--- config.mk ---
export PLATFORM = sky130hd
export DESIGN_NAME = multicycle_controller
export DESIGN_NICKNAME = d
export VERILOG_FILES = /design/src/rtl/multicycle_controller.sv
export SDC_FILE = /design/constraint.sdc
export NUM_CORES = 1
export LEC_CHECK = 0
export CORE_MARGIN = 4
export CORE_UTILIZATION = 55
export CTS_CLUSTER_DIAMETER = 120
export DETAILED_ROUTE_END_ITERATION = 12
export PLACE_DENSITY = 0.85
export SYNTH_ARGS = -nofsm -noshare
export SYNTH_HDL_FRONTEND = slang
export SYNTH_SLANG_ARGS = --single-unit
--- constraint.sdc ---
create_clock -name clk -period 4.4 [get_ports clk]
set_clock_uncertainty 0.1 [all_clocks]
set_input_delay 0.88 -clock clk [delete_from_list [all_inputs] [get_ports clk]]
set_output_delay 0.88 -clock clk [all_outputs]
set_load 0.01 [all_outputs]
--- src/rtl/multicycle_controller.sv ---
// Moore control FSM for a multicycle RISC-V datapath: fetch/decode/execute/memory/writeback
// sequencing, memory wait states via mem_ready, and a sticky fault state.
module multicycle_controller #(
   parameter logic [7:0] MEM_TIMEOUT = 8'd255
) (
   input  logic       clk,
   input  logic       rst,
   input  logic [6:0] op,
   input  logic       zero,
   input  logic       mem_ready,
   output logic       pc_write,
   output logic       adr_src,
   output logic       mem_write,
   output logic       ir_write,
   output logic [1:0] result_src,
   output logic [1:0] alu_src_a,
   output logic [1:0] alu_src_b,
   output logic [1:0] alu_op,
   output logic [1:0] imm_src,
   output logic       reg_write,
   output logic       instr_done,
   output logic [1:0] fault
);

   localparam logic [3:0] S_FETCH    = 4'd0;
   localparam logic [3:0] S_DECODE   = 4'd1;
   localparam logic [3:0] S_MEMADR   = 4'd2;
   localparam logic [3:0] S_MEMREAD  = 4'd3;
   localparam logic [3:0] S_MEMWB    = 4'd4;
   localparam logic [3:0] S_MEMWRITE = 4'd5;
   localparam logic [3:0] S_EXECR    = 4'd6;
   localparam logic [3:0] S_EXECI    = 4'd7;
   localparam logic [3:0] S_JAL      = 4'd8;
   localparam logic [3:0] S_ALUWB    = 4'd9;
   localparam logic [3:0] S_BEQ      = 4'd10;
   localparam logic [3:0] S_FAULT    = 4'd11;

   logic [3:0] state_q, state_d;
   logic [7:0] wait_cnt_q, wait_cnt_d;
   logic [1:0] fault_q, fault_d;
   logic       timeout_s;
   logic       in_wait_s;
   logic       pc_update_s, branch_s, ir_write_s, mem_write_s, reg_write_s, done_s;

   assign timeout_s = (wait_cnt_q == MEM_TIMEOUT) && !mem_ready;
   assign in_wait_s = (state_q == S_FETCH) || (state_q == S_MEMREAD) || (state_q == S_MEMWRITE);

   // State, wait counter and sticky fault registers
   always_ff @(posedge clk or posedge rst) begin
      if (rst) begin
         state_q    <= S_FETCH;
         wait_cnt_q <= 8'd0;
         fault_q    <= 2'b00;
      end else begin
         state_q    <= state_d;
         wait_cnt_q <= wait_cnt_d;
         fault_q    <= fault_d;
      end
   end

   // Next-state selection; mem_ready beats a coincident timeout
   always_comb begin
      state_d = state_q;
      case (state_q)
         S_FETCH:    state_d = mem_ready ? S_DECODE : (timeout_s ? S_FAULT : S_FETCH);
         S_DECODE: begin
            case (op)
               7'd3, 7'd35: state_d = S_MEMADR;
               7'd51:       state_d = S_EXECR;
               7'd19:       state_d = S_EXECI;
               7'd111:      state_d = S_JAL;
               7'd99:       state_d = S_BEQ;
               default:     state_d = S_FAULT;
            endcase
         end
         S_MEMADR:   state_d = (op == 7'd3) ? S_MEMREAD : S_MEMWRITE;
         S_MEMREAD:  state_d = mem_ready ? S_MEMWB : (timeout_s ? S_FAULT : S_MEMREAD);
         S_MEMWB:    state_d = S_FETCH;
         S_MEMWRITE: state_d = mem_ready ? S_FETCH : (timeout_s ? S_FAULT : S_MEMWRITE);
         S_EXECR:    state_d = S_ALUWB;
         S_EXECI:    state_d = S_ALUWB;
         S_JAL:      state_d = S_ALUWB;
         S_ALUWB:    state_d = S_FETCH;
         S_BEQ:      state_d = S_FETCH;
         S_FAULT:    state_d = S_FAULT;
         default:    state_d = S_FETCH;
      endcase
   end

   // Wait counter restarts on every state change; fault code latched only on FAULT entry
   always_comb begin
      wait_cnt_d = wait_cnt_q;
      fault_d    = fault_q;
      if (state_d != state_q) begin
         wait_cnt_d = 8'd0;
      end else if (in_wait_s && !mem_ready) begin
         wait_cnt_d = wait_cnt_q + 8'd1;
      end else begin
         wait_cnt_d = wait_cnt_q;
      end
      if ((state_d == S_FAULT) && (state_q != S_FAULT)) begin
         fault_d = (state_q == S_DECODE) ? 2'b01 : 2'b10;
      end else begin
         fault_d = fault_q;
      end
   end

   // Per-state datapath controls
   always_comb begin
      adr_src     = 1'b0;
      result_src  = 2'b00;
      alu_src_a   = 2'b00;
      alu_src_b   = 2'b00;
      alu_op      = 2'b00;
      pc_update_s = 1'b0;
      branch_s    = 1'b0;
      ir_write_s  = 1'b0;
      mem_write_s = 1'b0;
      reg_write_s = 1'b0;
      done_s      = 1'b0;
      case (state_q)
         S_FETCH: begin
            alu_src_b   = 2'b10;
            result_src  = 2'b10;
            ir_write_s  = mem_ready;
            pc_update_s = mem_ready;
         end
         S_DECODE: begin
            alu_src_a = 2'b01;
            alu_src_b = 2'b01;
         end
         S_MEMADR: begin
            alu_src_a = 2'b10;
            alu_src_b = 2'b01;
         end
         S_MEMREAD:  adr_src = 1'b1;
         S_MEMWB: begin
            result_src  = 2'b01;
            reg_write_s = 1'b1;
            done_s      = 1'b1;
         end
         S_MEMWRITE: begin
            adr_src     = 1'b1;
            mem_write_s = 1'b1;
            done_s      = mem_ready;
         end
         S_EXECR: begin
            alu_src_a = 2'b10;
            alu_op    = 2'b10;
         end
         S_EXECI: begin
            alu_src_a = 2'b10;
            alu_src_b = 2'b01;
            alu_op    = 2'b10;
         end
         S_JAL: begin
            alu_src_a   = 2'b01;
            alu_src_b   = 2'b10;
            pc_update_s = 1'b1;
         end
         S_ALUWB: begin
            reg_write_s = 1'b1;
            done_s      = 1'b1;
         end
         S_BEQ: begin
            alu_src_a = 2'b10;
            alu_op    = 2'b01;
            branch_s  = 1'b1;
            done_s    = 1'b1;
         end
         default: begin
            adr_src = 1'b0;
         end
      endcase
   end

   // Immediate format follows the opcode regardless of state
   always_comb begin
      case (op)
         7'd35:   imm_src = 2'b01;
         7'd99:   imm_src = 2'b10;
         7'd111:  imm_src = 2'b11;
         default: imm_src = 2'b00;
      endcase
   end

   assign pc_write   = (pc_update_s | (branch_s & zero)) & ~rst;
   assign ir_write   = ir_write_s & ~rst;
   assign mem_write  = mem_write_s & ~rst;
   assign reg_write  = reg_write_s & ~rst;
   assign instr_done = done_s & ~rst;
   assign fault      = fault_q;

endmodule

==> results by group, run 1 <==
Outcome
  • Run status: completed

Critical path
  • Worst Setup End Kind: primary output
  • Worst Reg-to-Reg Cells: 6
  • CP startpoint kind: input port
  • WP data required: 3.42 ns
  • Reg-to-reg setup timing slack: 1.72 ns
  • CP Data Arrival Time: 2.68 ns
  • CP Class: input port to primary output
  • Max FO, Critical Path: 4

Clocking
  • Clock latency on the worst-skew pair: 0.27 ns
  • Number of buffers created by CTS: 3
  • Hold buffer count at cts: 0
  • Max Root-Sink Buffers: 2
  • Root Buffer: clkbuf_4
  • Clock Pin Slew Worst Setup and Hold Paths: 0.07 ns
  • H-tree Lvls: 1
  • CTS tree: done
  • Clock sink count: 14
  • Total setup buffers inserted after CTS: 0
  • Post_cts resized: 0

STA
  • Worst-Margin Slew: 0.881 ns
  • Tmin final: 3.66 ns
  • Fin. Hold Viols: 0
  • Max-slew violations: 0
  • Unrepaired setup endpoints after global routing: false
  • Ratio of final minimum period to clock period: 83.2%
  • Worst relative slew slack: 41.3%
  • Hold slack final: 0.399 ns
  • Fin Setup TNS: 0 ns
  • F_max: 0.273 GHz
  • Setup violation total in the final timing report: 0

Route
  • Routed vias: 1425
  • DR pass1 iterations: 4
  • Overall routed net length: 3590 µm
  • DRC violations left: 0
  • Routed vias/inst: 6.31
  • WL/cell: 15.9 µm
  • Detail Route Antenna Nets: 0
  • Initial detailed-routing violation count: 81

Floorplanning
  • Die height: 58.8 µm
  • FP Rows: 18
  • Num ports: 29
  • Initial core utilization: 57.2%
  • Core ar.: 2480 µm²
  • Die span in x: 58.8 µm
  • Die Area: 3450 µm²

Run
  • Max Cap Violations: 0

Logic synthesis
  • Most numerous cell in the Yosys netlist: nor3_1
  • Top cells by count, synth: nor3_1 (18), nor2_1 (15), dfrtp_1 (14)
  • Count of state elements after synthesis: 14
  • Cell Area, Synth: 1420 µm²
  • Fraction of registers with async set/reset: 100%
  • Main flop type after synthesis: dfrtp_1
  • Yosys warnings: 0
  • Yosys top cell by area: dfrtp_1
  • Mapped Cells: 172
  • Top cell type's share of synthesized area: 24.7%
  • Netlist cell types: 60
  • Sequential fraction of the synthesis area: 24.7%
  • Post-synth EDFFs: 0
  • Post-Syn Nets: 184
  • Largest cells by area after synthesis: dfrtp_1 (25%), nor3_1 (6.4%), xor2_1 (4.3%), nor2_1 (4.0%), or3_1 (4.0%)
  • Mean post-synth cell area: 8.24 µm²

GRT
  • Vias in the first global route: 1372
  • Overflow after GRT: 0
  • First-pass GRT wire length: 6200 µm
  • Largest net degree at the start of global routing: 27
  • Tot GR Track Use: 22.5%
  • Initial antenna violation count: 0

Pwr
  • Worst vdd ir: 552 µV
  • Final Power: 1.07 mW
  • Psw: 560 µW
  • Sw Share: 52.4%
  • Seq pwr share: 25.0%
  • Internal: 509 µW
  • Pwr Density: 624 nW/µm²
  • Comb power frac: 68.6%
  • Clk pwr share: 6.4%
  • Pleak: 0.627 nW

Final layout
  • Nets@finish: 210
  • # diodes: 0
  • Synth-to-Final Area Change: 20.9%
  • Fraction of final layout cells sized beyond drive strength 1: 13.8%

Placed design
  • Detail Placement HPWL: 2730 µm
  • IO Port Bufs: 28
  • Placer Congestion: 0.892

Min path
  • Hold path depth: 1
  • Min-Delay Path Class: flop to flop
-- through the flow --
stage               utilization (%)  std cells  instance area, µm²  worst slack (ns)
finish                         69.2        226                1710             0.740
global route                   69.2        226                1710             0.616
CTS                            69.2        226                1710             0.751
detailed placement             68.3        223                1690             0.761
global placement               68.3        223                1690             0.778
floorplan                         -        172                1420              1.64
-- registers in the layout, summed over array words and instances (netlist names) --
signal,count
state_q,4
fault,2
wait_cnt_q,8
-- placed cells by master, fill, tap and decap left out, drive strengths merged, types with 2 or more instances in the layout --
| cell type | instances |
|---|---|
| a21oi | 11 |
| and3 | 2 |
| nand4 | 4 |
| a31oi | 3 |
| xor2 | 9 |
| nand2 | 11 |
| o31ai | 2 |
| buf | 3 |
| or3 | 9 |
| inv | 4 |
| clkbuf | 3 |
| nand3 | 7 |
| clkdlybuf4s50 | 28 |
| nand2b | 4 |
| o221ai | 2 |
| nand4b | 2 |
| nor2b | 5 |
| mux2 | 2 |
| o22ai | 3 |
| or2 | 2 |
| xnor2 | 2 |
| o21ai | 7 |
| a22oi | 2 |
| nor4 | 3 |
| nor2 | 16 |
| nor3 | 20 |
| dfrtp | 14 |
-- cell families after synthesis --
kind of cell    synth area share [%]
simple gates                    39.2
compound gates                  19.3
buf+inv                         5.74
flops                           24.7
xor+xnor                        7.86
mux                             2.29
fa+ha+maj                      0.882
-- layout make-up --
class	instances	area (µm²)
clock buffers	3	22.5
repair buffers	31	303
flip-flops and latches	14	350
fillers	201	763
multi-input cells	144	986
inverters	4	15.0
well taps	30	37.5
-- metal layers --
layer / track usage, % / vias up / routed length [µm]
li1: - / 685 / -
met1: 30.9 / 670 / 1560
met2: 37.2 / 66 / 1720
met3: 1.97 / 4 / 281
met4: 7.44 / 0 / 29
met5: 0 / - / 0
-- worst paths after layout --
check / start / end
setup / recovery: mem_ready / instr_done
hold reg to reg: fault[1] / fault[1]
max in group asynchronous: rst / fault[0]
min in group asynchronous: rst / wait_cnt_q[4]
setup reg to reg: state_q[1] / fault[1]
hold / removal: fault[1] / fault[1]
-- power by group through the flow --
stage                     registers, mW  clock network, mW  logic [mW]
after global routing              0.279             0.0758       0.802
after floorplan                   0.182                  0       0.600
after CTS                         0.264             0.0705       0.730
after detailed placement          0.267                  0       0.727
final                             0.268             0.0681       0.733
after global placement            0.265                  0       0.712
-- critical path, stage by stage --
cell and delay, ns:
clkdlybuf4s50_1 0.47, nor2b_1 0.31, a22oi_1 0.15, o22a_1 0.24, nor2_1 0.09, clkdlybuf4s50_1 0.54
Power figures use the tool's default switching activity.
==> run 2, diff against run 1 <==
CORE_UTILIZATION = 46   (was 55)
PLACE_DENSITY = 0.76   (was 0.85)
clock period = 3.1 ns   (was 4.4 ns; I/O delays follow)
==> results by group, run 2 (synthesis results as in run 1) <==
Outcome
  • Run status: completed (unchanged)

Critical path
  • WP buf/inv: 2 (unchanged)
  • Worst Reg-to-Reg Cells: 8 (was 6)
  • CP Class: input port to primary output (unchanged)
  • Capture point of the worst reg-to-reg path: wait_cnt_q[3] (was fault[1])
  • CP startpoint kind: input port (unchanged)
  • CP Cell Sequence: clkdlybuf4s50_1 -> nor2b_1 -> a22oi_1 -> o22a_1 -> nor2_1 -> clkdlybuf4s50_1 (unchanged)
  • Max stage delay on crit path: 0.55 ns (was 0.54 ns)
  • Max FO, Critical Path: 2 (was 4)
  • Worst Setup End Kind: primary output (unchanged)
  • Reg-to-reg setup timing slack: 0.58 ns (was 1.72 ns)
  • Most used cell, CP: clkdlybuf4s50_1 (unchanged)
  • WP data required: 2.38 ns (was 3.42 ns)
  • R2R Path Start: state_q[0] (was state_q[1])
  • CP Data Arrival Time: 2.26 ns (was 2.68 ns)
  • CP top delay family: buffers and inverters (unchanged)
  • CP max-delay cell: clkdlybuf4s50_1 (unchanged)

Route
  • DRC violations left: 0 (unchanged)
  • WL/cell: 16.1 µm (was 15.9 µm)
  • Detail Route Antenna Nets: 0 (unchanged)
  • Routed vias/inst: 6.09 (was 6.31)
  • Overall routed net length: 3790 µm (was 3590 µm)
  • Routed vias: 1438 (was 1425)
  • DR pass1 iterations: 4 (unchanged)
  • Initial detailed-routing violation count: 116 (was 81)

Placed design
  • Detail Placement HPWL: 2960 µm (was 2730 µm)
  • IO Port Bufs: 28 (unchanged)
  • Placement Setup Slack: 0.128 ns (was 0.761 ns)
  • Placer Congestion: 0.891 (was 0.892)
  • Placed cell area: 1750 µm² (was 1690 µm²)
  • Dpl cells: 232 (was 223)

Floorplanning
  • Die height: 63.5 µm (was 58.8 µm)
  • Num ports: 29 (unchanged)
  • Die span in x: 63.5 µm (was 58.8 µm)
  • Die Area: 4030 µm² (was 3450 µm²)
  • Core ar.: 2850 µm² (was 2480 µm²)
  • Initial core utilization: 49.7% (was 57.2%)
  • FP Rows: 19 (was 18)

STA
  • Ratio of final minimum period to clock period: 96.0%
  • Setup WS post-layout: 0.125 ns (was 0.740 ns)
  • Worst relative slew slack: 64.9% (was 41.3%)
  • Max-slew violations: 0 (unchanged)
  • Fin. Hold Viols: 0 (unchanged)
  • F_max: 0.336 GHz
  • Worst-Margin Slew: 0.527 ns (was 0.881 ns)
  • Tmin final: 2.98 ns
  • Setup violation total in the final timing report: 0 (unchanged)
  • Hold slack final: 0.404 ns (was 0.399 ns)

Run
  • Max Cap Violations: 0 (unchanged)

Min path
  • Min-Delay Path Class: flop to flop (unchanged)
  • Hold path start: fault[0] (was fault[1])
  • Hold path depth: 1 (unchanged)
  • Worst hold endpoint: fault[0] (was fault[1])

GRT
  • Initial antenna violation count: 0 (unchanged)
  • Tot GR Track Use: 19.9% (was 22.5%)
  • Vias in the first global route: 1371 (was 1372)
  • First-pass GRT wire length: 6480 µm (was 6200 µm)
  • Overflow after GRT: 0 (unchanged)
  • Largest net degree at the start of global routing: 17 (was 27)

Final layout
  • Fraction of final layout cells sized beyond drive strength 1: 17.6% (was 13.8%)
  • Post-route cell area: 1790 µm² (was 1710 µm²)
  • Filler cell count: 238 (was 201)
  • Most common cell after layout, fill and taps aside: clkdlybuf4s50_1 (unchanged)
  • Max FFs per register: 8 (unchanged)
  • Nets@finish: 218 (was 210)
  • Footprint of the multi-input gates: 991 µm² (was 986 µm²)
  • Reg area: 350 µm² (unchanged)
  • Synth-to-Final Area Change: 26.6% (was 20.9%)
  • Commonest cells after routing, fill and taps aside: clkdlybuf4s50_1 (28), nor3_1 (18), nor2_1 (15), dfrtp_1 (14) (unchanged)
  • Largest register by flop count: wait_cnt_q (unchanged)
  • # diodes: 0 (unchanged)
  • Final cell count without fillers: 236 (was 226)

Clocking
  • Hold buffer count at cts: 0 (unchanged)
  • Max Root-Sink Buffers: 2 (unchanged)
  • CTS tree: done (unchanged)
  • H-tree Lvls: 1 (unchanged)
  • Root Buffer: clkbuf_4 (unchanged)
  • Clock Pin Slew Worst Setup and Hold Paths: 0.08 ns (was 0.07 ns)
  • Clock latency on the worst-skew pair: 0.28 ns (was 0.27 ns)
  • Clock sink count: 14 (unchanged)
  • Number of buffers created by CTS: 3 (unchanged)

Pwr
  • Worst vdd ir: 467 µV (was 552 µV)
  • Pleak: 0.679 nW (was 0.627 nW)
  • Pwr Density: 903 nW/µm² (was 624 nW/µm²)
[run 2: cell types whose count changed in the layout (fill, tap and decap cells not counted), sizes merged]
cell | previous run | this run
buf | 3 | 11
clkbuf | 3 | 4
[run 2: worst max-delay path by stage]
| stage | from | to | cells past startpoint |
|---|---|---|---|
| 3_3_place_gp | mem_ready | instr_done | 6 |
| 5_1_grt | mem_ready | instr_done | 6 |
| 4_1_cts | mem_ready | instr_done | 6 |
| 6_report | mem_ready | instr_done | 6 |
| 3_5_place_dp | mem_ready | instr_done | 6 |
| 2_1_floorplan | mem_ready | instr_done | 5 |
[run 2: per-stage QoR]
| step | setup TNS [ns] | utilization (%) | power, mW |
|---|---|---|---|
| after floorplan | 0 | - | 1.11 |
| after global placement | 0 | 61.4 | 1.45 |
| after detailed placement | 0 | 61.4 | 1.48 |
| after CTS | 0 | 62.7 | 1.61 |
| after global routing | -0.00607 | 62.9 | 1.75 |
| final | 0 | 62.9 | 1.62 |
[run 2: repair_timing]
item,in CTS,in global routing
endpoints found under the hold margin,0,0
buffers inserted,0,0
gates resized for setup,0,1
setup endpoints to repair,0,1
[run 2: cell type report]
| class | instances | area share (%) |
|---|---|---|
| inverters | 4 | 0.837 |
| multi-input cells | 144 | 55.2 |
| clock buffers | 4 | 2.02 |
| flip-flops and latches | 14 | 19.5 |
| repair buffers | 39 | 20.2 |
| well taps | 31 | 2.16 |
[run 2: report_power, final]
group          leakage, nW  switching [mW]  total, mW  internal (mW)
clock network       0.0210          0.0578      0.129         0.0715
registers            0.184          0.0938      0.315          0.221
logic                0.473           0.670       1.18          0.506
total                0.679           0.822       1.62          0.798
[run 2: per-layer routing]
metal	vias up	GRT usage [%]	wire, µm
met4	0	8.09	93
met2	60	34.3	1940
li1	707	-	-
met3	10	3.37	201
met5	-	0	0
met1	661	24.4	1560
==> run 3, diff against run 2 <==
RECOVER_POWER = 100   (was unset)
==> results by group, run 3 (synthesis results as in run 1) <==
Critical path
  • CP startpoint kind: input port (unchanged)
  • Max stage delay on crit path: 0.59 ns (was 0.55 ns)
  • CP Data Arrival Time: 2.30 ns (was 2.26 ns)
  • CP top delay family: buffers and inverters (unchanged)
  • CP max-delay cell: dlygate4sd3_1 (was clkdlybuf4s50_1)
  • Levels on crit path: 4 (was 6)
  • Worst Setup End Kind: primary output (unchanged)
  • CP Cell Sequence: dlygate4sd3_1 -> or3_1 -> a21oi_1 -> clkdlybuf4s50_1 (was clkdlybuf4s50_1 -> nor2b_1 -> a22oi_1 -> o22a_1 -> nor2_1 -> clkdlybuf4s50_1)
  • CP Class: input port to primary output (unchanged)
  • WP data required: 2.38 ns (about the same)
  • WP buf/inv: 2 (unchanged)
  • Max FO, Critical Path: 4 (was 2)
  • Worst Reg-to-Reg Cells: 8 (unchanged)

Final layout
  • Max FFs per register: 8 (unchanged)
  • Synth-to-Final Area Change: 24.0% (was 26.6%)
  • Nets@finish: 218 (unchanged)
  • Reg area: 350 µm² (unchanged)
  • Most common cell after layout, fill and taps aside: clkdlybuf4s50_1 (unchanged)
  • Post-route cell area: 1760 µm² (was 1790 µm²)
  • # diodes: 0 (unchanged)
  • Largest register by flop count: wait_cnt_q (unchanged)
  • Filler cell count: 243 (was 238)
  • Footprint of the multi-input gates: 963 µm² (was 991 µm²)
  • Fraction of final layout cells sized beyond drive strength 1: 14.6% (was 17.6%)
  • Commonest cells after routing, fill and taps aside: clkdlybuf4s50_1 (19), nor3_1 (18), nor2_1 (15), dfrtp_1 (14) (was clkdlybuf4s50_1 (28), nor3_1 (18), nor2_1 (15), dfrtp_1 (14))
  • Fin util: 61.6% (was 62.9%)

GRT
  • Largest net degree at the start of global routing: 17 (unchanged)
  • First-pass GRT wire length: 6480 µm (unchanged)
  • GR peak layer: met2 (unchanged)
  • Initial antenna violation count: 0 (unchanged)
  • GR Util met2: 34.3% (unchanged)
  • Vias in the first global route: 1371 (unchanged)
  • Tot GR Track Use: 19.9% (unchanged)
  • Met3 Resource Use GR: 3.37% (unchanged)
  • Met1 usage: 24.4% (unchanged)
  • Overflow after GRT: 0 (unchanged)

Route
  • WL/cell: 16.2 µm (was 16.1 µm)
  • Overall routed net length: 3830 µm (was 3790 µm)
  • Routed vias: 1462 (was 1438)
  • Initial detailed-routing violation count: 103 (was 116)
  • Routed vias/inst: 6.19 (was 6.09)
  • DR pass1 iterations: 4 (unchanged)
  • DRC violations left: 0 (unchanged)
  • Detail Route Antenna Nets: 0 (unchanged)

Pwr
  • Pwr Density: 893 nW/µm² (was 903 nW/µm²)
  • Pleak: 0.684 nW (was 0.679 nW)
  • Worst vdd ir: 463 µV (was 467 µV)

Floorplanning
  • Initial core utilization: 49.7% (unchanged)
  • Core ar.: 2850 µm² (unchanged)
  • Die height: 63.5 µm (unchanged)
  • Die Area: 4030 µm² (unchanged)
  • Die span in x: 63.5 µm (unchanged)
  • FP Rows: 19 (unchanged)
  • Num ports: 29 (unchanged)

Clocking
  • Hold buffer count at cts: 0 (unchanged)
  • Max Root-Sink Buffers: 2 (unchanged)
  • Clock sink count: 14 (unchanged)
  • Post_cts resized: 0 (unchanged)
  • Clock Pin Slew Worst Setup and Hold Paths: 0.08 ns (about the same)
  • Total setup buffers inserted after CTS: 0 (unchanged)
  • CTS tree: done (unchanged)
  • Number of buffers created by CTS: 3 (unchanged)
  • H-tree Lvls: 1 (unchanged)
  • Root Buffer: clkbuf_4 (unchanged)
  • Clock latency on the worst-skew pair: 0.28 ns (about the same)

Placed design
  • Placed cell area: 1750 µm² (unchanged)
  • Placer Congestion: 0.891 (unchanged)
  • Detail Placement HPWL: 2960 µm (unchanged)
  • IO Port Bufs: 28 (unchanged)

Run
  • Max Cap Violations: 0 (unchanged)

STA
  • Max-slew violations: 0 (unchanged)
  • Worst relative slew slack: 47.4% (was 64.9%)
  • Ratio of final minimum period to clock period: 97.4% (was 96.0%)
  • Fin Setup TNS: 0 ns (unchanged)
  • Tmin final: 3.02 ns (was 2.98 ns)
  • Fin. Hold Viols: 0 (unchanged)
  • Worst-Margin Slew: 0.789 ns (was 0.527 ns)
  • F_max: 0.331 GHz (was 0.336 GHz)
  • Setup violation total in the final timing report: 0 (unchanged)

Min path
  • Hold path depth: 1 (unchanged)
  • Min-Delay Path Class: flop to flop (unchanged)

Outcome
  • Run status: completed (unchanged)
run 3: power by group:
| group | internal (mW) | leakage, nW | switching [mW] |
|---|---|---|---|
| Sequential | 0.221 | 0.184 | 0.0924 |
| Clock | 0.0715 | 0.0210 | 0.0580 |
| Combinational | 0.469 | 0.478 | 0.658 |
run 3: path summary, 6_finish.rpt:
check                           slack, ns        from       endpoint
worst min register to register       0.40    fault[0]       fault[0]
max in group asynchronous            1.37         rst       fault[0]
worst min-delay path                 0.40    fault[0]       fault[0]
worst max-delay path                 0.08       op[3]     imm_src[0]
worst max register to register       0.38  state_q[0]  wait_cnt_q[3]
min in group asynchronous            1.04         rst  wait_cnt_q[5]
run 3: per-layer routing:
layer	wire, µm	up-vias
met3	208	14
li1	-	706
met5	0	-
met1	1580	679
met4	113	0
met2	1930	63
run 3: through the flow:
stage	cells	total power [mW]	hold WS, ns	setup WS (ns)
after floorplan	172	1.11	0.414	0.863
after global placement	232	1.45	0.376	0.183
after detailed placement	232	1.48	0.392	0.128
after CTS	236	1.61	0.410	0.120
after global routing	236	1.69	0.432	-0.00486
final	236	1.57	0.398	0.0821
run 3: layout make-up:
cell class	count	share of cell area [%]
timing repair buffer	39	20.1
multi-input combinational	144	54.8
clock buffer	4	2.06
tap	31	2.21
inverter	4	0.854
sequential	14	19.9
